<file path="src/rtl/serial_adder_seq.sv">
// serial_adder_seq: bit-serial adder, one operand bit per cycle; optional SERIAL_ADDER_OVF_EN adds a signed-overflow output
module serial_adder_seq #(
    parameter int WIDTH = 8
) (
    input  logic             clk,
    input  logic             rst_n,
    input  logic             start,
    input  logic [WIDTH-1:0] a_in,
    input  logic [WIDTH-1:0] b_in,
    output logic             busy,
    output logic             done,
    output logic [WIDTH-1:0] sum_out,
    output logic             carry_out
`ifdef SERIAL_ADDER_OVF_EN
    ,
    output logic             ovf
`endif
);
    localparam int CW = $clog2(WIDTH + 1);

    typedef enum logic [1:0] {IDLE, ADD, DONE} state_t;

    state_t           state, next;
    logic [WIDTH-1:0] a_sh, b_sh, res;
    logic [CW-1:0]    cnt;
    logic             c, s, c_nx, load, last;

    // full add on the operand LSBs, start acceptance and next-state
    always_comb begin
        s         = a_sh[0] ^ b_sh[0] ^ c;
        c_nx      = (a_sh[0] & b_sh[0]) | (c & (a_sh[0] ^ b_sh[0]));
        last      = cnt == CW'(WIDTH - 1);
        load      = start && state != ADD;
        next      = load ? ADD : (state == ADD ? (last ? DONE : ADD) : IDLE);
        busy      = state == ADD;
        done      = state == DONE;
        sum_out   = res;
        carry_out = c;
    end

    // state register
    always_ff @(posedge clk or negedge rst_n)
        if (!rst_n) state <= IDLE;
        else        state <= next;

    // operand shifters, result shifter, carry flop and bit counter
    always_ff @(posedge clk or negedge rst_n) begin
        if (!rst_n) begin
            a_sh <= '0;
            b_sh <= '0;
            res  <= '0;
            c    <= 1'b0;
            cnt  <= '0;
        end else if (load) begin
            a_sh <= a_in;
            b_sh <= b_in;
            c    <= 1'b0;
            cnt  <= '0;
        end else if (busy) begin
            a_sh <= a_sh >> 1;
            b_sh <= b_sh >> 1;
            res  <= {s, res[WIDTH-1:1]};
            c    <= c_nx;
            cnt  <= cnt + 1'b1;
        end
    end

`ifdef SERIAL_ADDER_OVF_EN
    // signed overflow: carry into the MSB differs from carry out of it
    always_ff @(posedge clk or negedge rst_n)
        if (!rst_n)            ovf <= 1'b0;
        else if (busy && last) ovf <= c ^ c_nx;
`endif
endmodule

</file>
<file path="config.mk">
export PLATFORM = sky130hd
export DESIGN_NAME = serial_adder_seq
export DESIGN_NICKNAME = d
export VERILOG_FILES = /design/src/rtl/serial_adder_seq.sv
export SDC_FILE = /design/constraint.sdc
export NUM_CORES = 1
export LEC_CHECK = 0
export ABC_AREA = 1
export CAP_MARGIN = 5
export CORE_UTILIZATION = 49
export CTS_CLUSTER_DIAMETER = 120
export DETAILED_ROUTE_END_ITERATION = 12
export PLACE_DENSITY = 0.84
export REMOVE_ABC_BUFFERS = 1
export SYNTH_ARGS = -nofsm -noshare
export SYNTH_HDL_FRONTEND = slang
export SYNTH_SLANG_ARGS = --single-unit
</file>
<file path="constraint.sdc">
create_clock -name clk -period 1.3 [get_ports clk]
set_clock_uncertainty 0.05 [all_clocks]
set_input_delay 0.26 -clock clk [delete_from_list [all_inputs] [get_ports clk]]
set_output_delay 0.26 -clock clk [all_outputs]
set_load 0.005 [all_outputs]
</file>
==> impl_metrics.yaml <==
status:
  outcome: "finished, violations left"
  failing_checks: "setup timing"
critical_path:
  required_ns: 0.99
  worst_setup_path_end_kind: "output port"
  top_fanout_value_on_the_critical_path: 2
  reg2reg_to: "b_sh[4]"
  r2r-start: "state[0]"
  worst_setup_path_start_kind: "flip-flop"
  critical_path_arrival_ns: 1.07
  rr_worst_depth: 9
  timing.reg2reg.setup_slack_ns: -0.08
  category_of_the_most_critical_setup_path: "reg2out"
sta:
  post-route-worst-setup-slack_ns: -0.0829
  tightest_slew_ns: 0.226
  max-slew-margin-rel_pct: 84.8
  setup-violations-final: 18
  rsz0062_at_grt: "yes"
  timing.fmax_ghz: 0.723
  finalCritPeriodShare_pct: 106
  timing_hold_violations_final: 0
  finalCriticalPeriod_ns: 1.38
  slew_viol_final: 0
clocking:
  tritoncts: "yes"
  worstSkewPairLatency_ns: 0.34
  clkSinkCount: 31
  clkTransAtPathRegs_ns: 0.09
  clock_path_buffers: 2
  ctsHtreeMaxLevel: 2
  post_cts_hold_buffer_count: 0
  cts_buffers: 5
  cts-root-buf: "sky130_fd_sc_hd__clkbuf_4"
die:
  dieArea_um2: 3050
  num_rows: 18
  initial_core_util_pct: 54.0
  io_pins: 30
  fp.dieW_um: 55.2
  floorplan.core_area_um2: 2570
  die_height_um: 55.2
drt:
  drt.antenna.violating_nets: 0
  detail_route.vias_per_cell: 5.19
  number_of_vias_after_detailed_routing: 1240
  dr.first_iter.drc_count: 44
  drt_wl_total_mm: 2.98
  drt_pre_antenna_iters: 4
  detail_route.wl_per_cell_um: 12.5
  drcViolationCount: 0
synthesis:
  postSynthCellCount: 157
  postSynthRegisterBits: 31
  netlist.area_leader.share_pct: 55.9
  netlist_area_um2: 1390
  yosysWarningCount: 0
  synth_area_leader_cell: "sky130_fd_sc_hd__dfrtp_1"
  post_synth.cell_area_avg_um2: 8.84
  synthTopCellsByArea: "sky130_fd_sc_hd__dfrtp_1, sky130_fd_sc_hd__nand2_1, sky130_fd_sc_hd__nand3_1"
  ys_seq_area_share_pct: 55.9
  synth.lib_cells_used.distinct: 17
global_routing:
  grt_pass1_vias: 1209
  grt_pass1_wl_mm: 5.18
  grt.overflow.total: 0
  gr-usage-all-layers_pct: 22.2
  grt_antenna_before_repair: 0
  grt_start_max_net_pins: 32
power:
  cellLeakagePower_nw: 0.971
  power-per-cell-area_nw_per_um2: 2240
  vdd.ir_drop.worst_v: 0.00174
  power_mw: 4.35
job:
  max_cap_viol_count: 0
placement:
  pre_cts_slack_ns: -0.0942
  io_buffers: 29
  gp_congestion: 0.785
  dp_hpwl_mm: 1.93
  post_dp_cell_area_um2: 1750
final_layout:
  final_cell_area_um2: 1940
  fill_cells: 189
  post_route_cells_drive_above_1_share_pct: 18.7
  number_of_antenna_diodes: 0
  area_delta_synth_final_pct: 39.9
  layout.core_utilization_pct: 75.6
  finish.net_count: 231
worst_hold_path:
  hold_path.class: "in2async"
==> per-stage QoR <==
| step | std cells | hold WS (ns) | TNS [ns] |
|---|---|---|---|
| after floorplan | 150 | -0.0856 | -0.392 |
| after global placement | 219 | 0.391 | -0.697 |
| after detailed placement | 219 | 0.405 | -1.36 |
| after CTS | 236 | 0.239 | -0.596 |
| after global routing | 239 | 0.226 | -2.34 |
| final | 239 | 0.235 | -0.996 |
==> how the worst max path moves through the flow <==
stage	from	endpoint	slack, ns	cells past startpoint
2_1_floorplan	state[1]	cnt[2]	-0.07	6
3_3_place_gp	start	b_sh[6]	-0.05	5
3_5_place_dp	start	cnt[2]	-0.09	6
4_1_cts	state[0]	busy	-0.08	4
5_1_grt	state[0]	busy	-0.15	4
6_report	state[0]	busy	-0.08	4
==> kinds of logic after synthesis <==
logic type	Yosys count	share of synthesized area (%)
compound gates	12	4.42
fa+ha+maj	2	2.34
buf+inv	21	8.75
flops	31	55.9
simple gates	91	28.6
==> worst max-delay path: stages (launching register included) <==
cell and delay (ns):
sky130_fd_sc_hd__dfrtp_1 0.37, sky130_fd_sc_hd__buf_6 0.12, sky130_fd_sc_hd__inv_4 0.03, sky130_fd_sc_hd__nor2_4 0.09
sky130_fd_sc_hd__buf_2 0.12
==> cell usage after synthesis <==
| cell type | number |
|---|---|
| sky130_fd_sc_hd__nor2_4 | 2 |
| sky130_fd_sc_hd__ha_1 | 1 |
| sky130_fd_sc_hd__buf_2 | 1 |
| sky130_fd_sc_hd__o21ai_0 | 10 |
| sky130_fd_sc_hd__nor3_1 | 1 |
| sky130_fd_sc_hd__fa_1 | 1 |
| sky130_fd_sc_hd__nand4_1 | 1 |
| sky130_fd_sc_hd__inv_2 | 1 |
| sky130_fd_sc_hd__buf_4 | 1 |
| sky130_fd_sc_hd__inv_1 | 13 |
| sky130_fd_sc_hd__a21oi_1 | 1 |
| sky130_fd_sc_hd__dfrtp_1 | 31 |
| sky130_fd_sc_hd__nor2_1 | 3 |
| sky130_fd_sc_hd__nand2_1 | 55 |
| sky130_fd_sc_hd__nand3_1 | 29 |
| sky130_fd_sc_hd__o22ai_1 | 1 |
| sky130_fd_sc_hd__buf_6 | 5 |
==> sequential cells by signal, indices dropped and copies added, names as in the netlist <==
register	cells
a_sh	8
state	2
b_sh	8
sum_out	8
carry_out	1
cnt	4
==> repair_timing <==
action                     4_1_cts  5_1_grt
setup endpoints to repair       24       34
buffers inserted                10        3
resized for setup               31       14
pin swaps                        2        0
gates cloned                     1        0
==> report_power, final <==
group,leakage (nW),switching [mW],total [mW],internal [mW]
clock network,0.0242,0.308,0.500,0.192
registers,0.400,0.239,1.62,1.38
logic,0.547,1.08,2.23,1.15
==> placed cells by master (no fill, tap or decap), types with 2 or more instances in the layout <==
| cell type | instances |
|---|---|
| sky130_fd_sc_hd__dfrtp_1 | 31 |
| sky130_fd_sc_hd__o21ai_1 | 4 |
| sky130_fd_sc_hd__buf_2 | 2 |
| sky130_fd_sc_hd__clkbuf_4 | 5 |
| sky130_fd_sc_hd__buf_4 | 16 |
| sky130_fd_sc_hd__clkdlybuf4s15_1 | 8 |
| sky130_fd_sc_hd__nor2_4 | 2 |
| sky130_fd_sc_hd__buf_12 | 3 |
| sky130_fd_sc_hd__inv_2 | 2 |
| sky130_fd_sc_hd__nor2_1 | 3 |
| sky130_fd_sc_hd__nand2_1 | 54 |
| sky130_fd_sc_hd__o21ai_0 | 6 |
| sky130_fd_sc_hd__buf_6 | 4 |
| sky130_fd_sc_hd__nand3_1 | 28 |
| sky130_fd_sc_hd__inv_1 | 11 |
| sky130_fd_sc_hd__clkdlybuf4s50_1 | 18 |
==> cell type report <==
cell class              instances  area [um^2]  share of cell area, %
inverters                      14         55.1                   2.84
flip-flops and latches         31          776                   40.0
clock buffers                   6         41.3                   2.13
repair buffers                 53          528                   27.2
multi-input cells             105          503                   25.9
well taps                      30         37.5                   1.93
==> layer usage <==
metal	global-route usage (%)	part of all wire, %
met3	10.8	6.3
met5	0	0
met1	25.8	42
met4	9.29	1.3
met2	35.1	51
No activity file was read; power rests on OpenSTA's default activity.
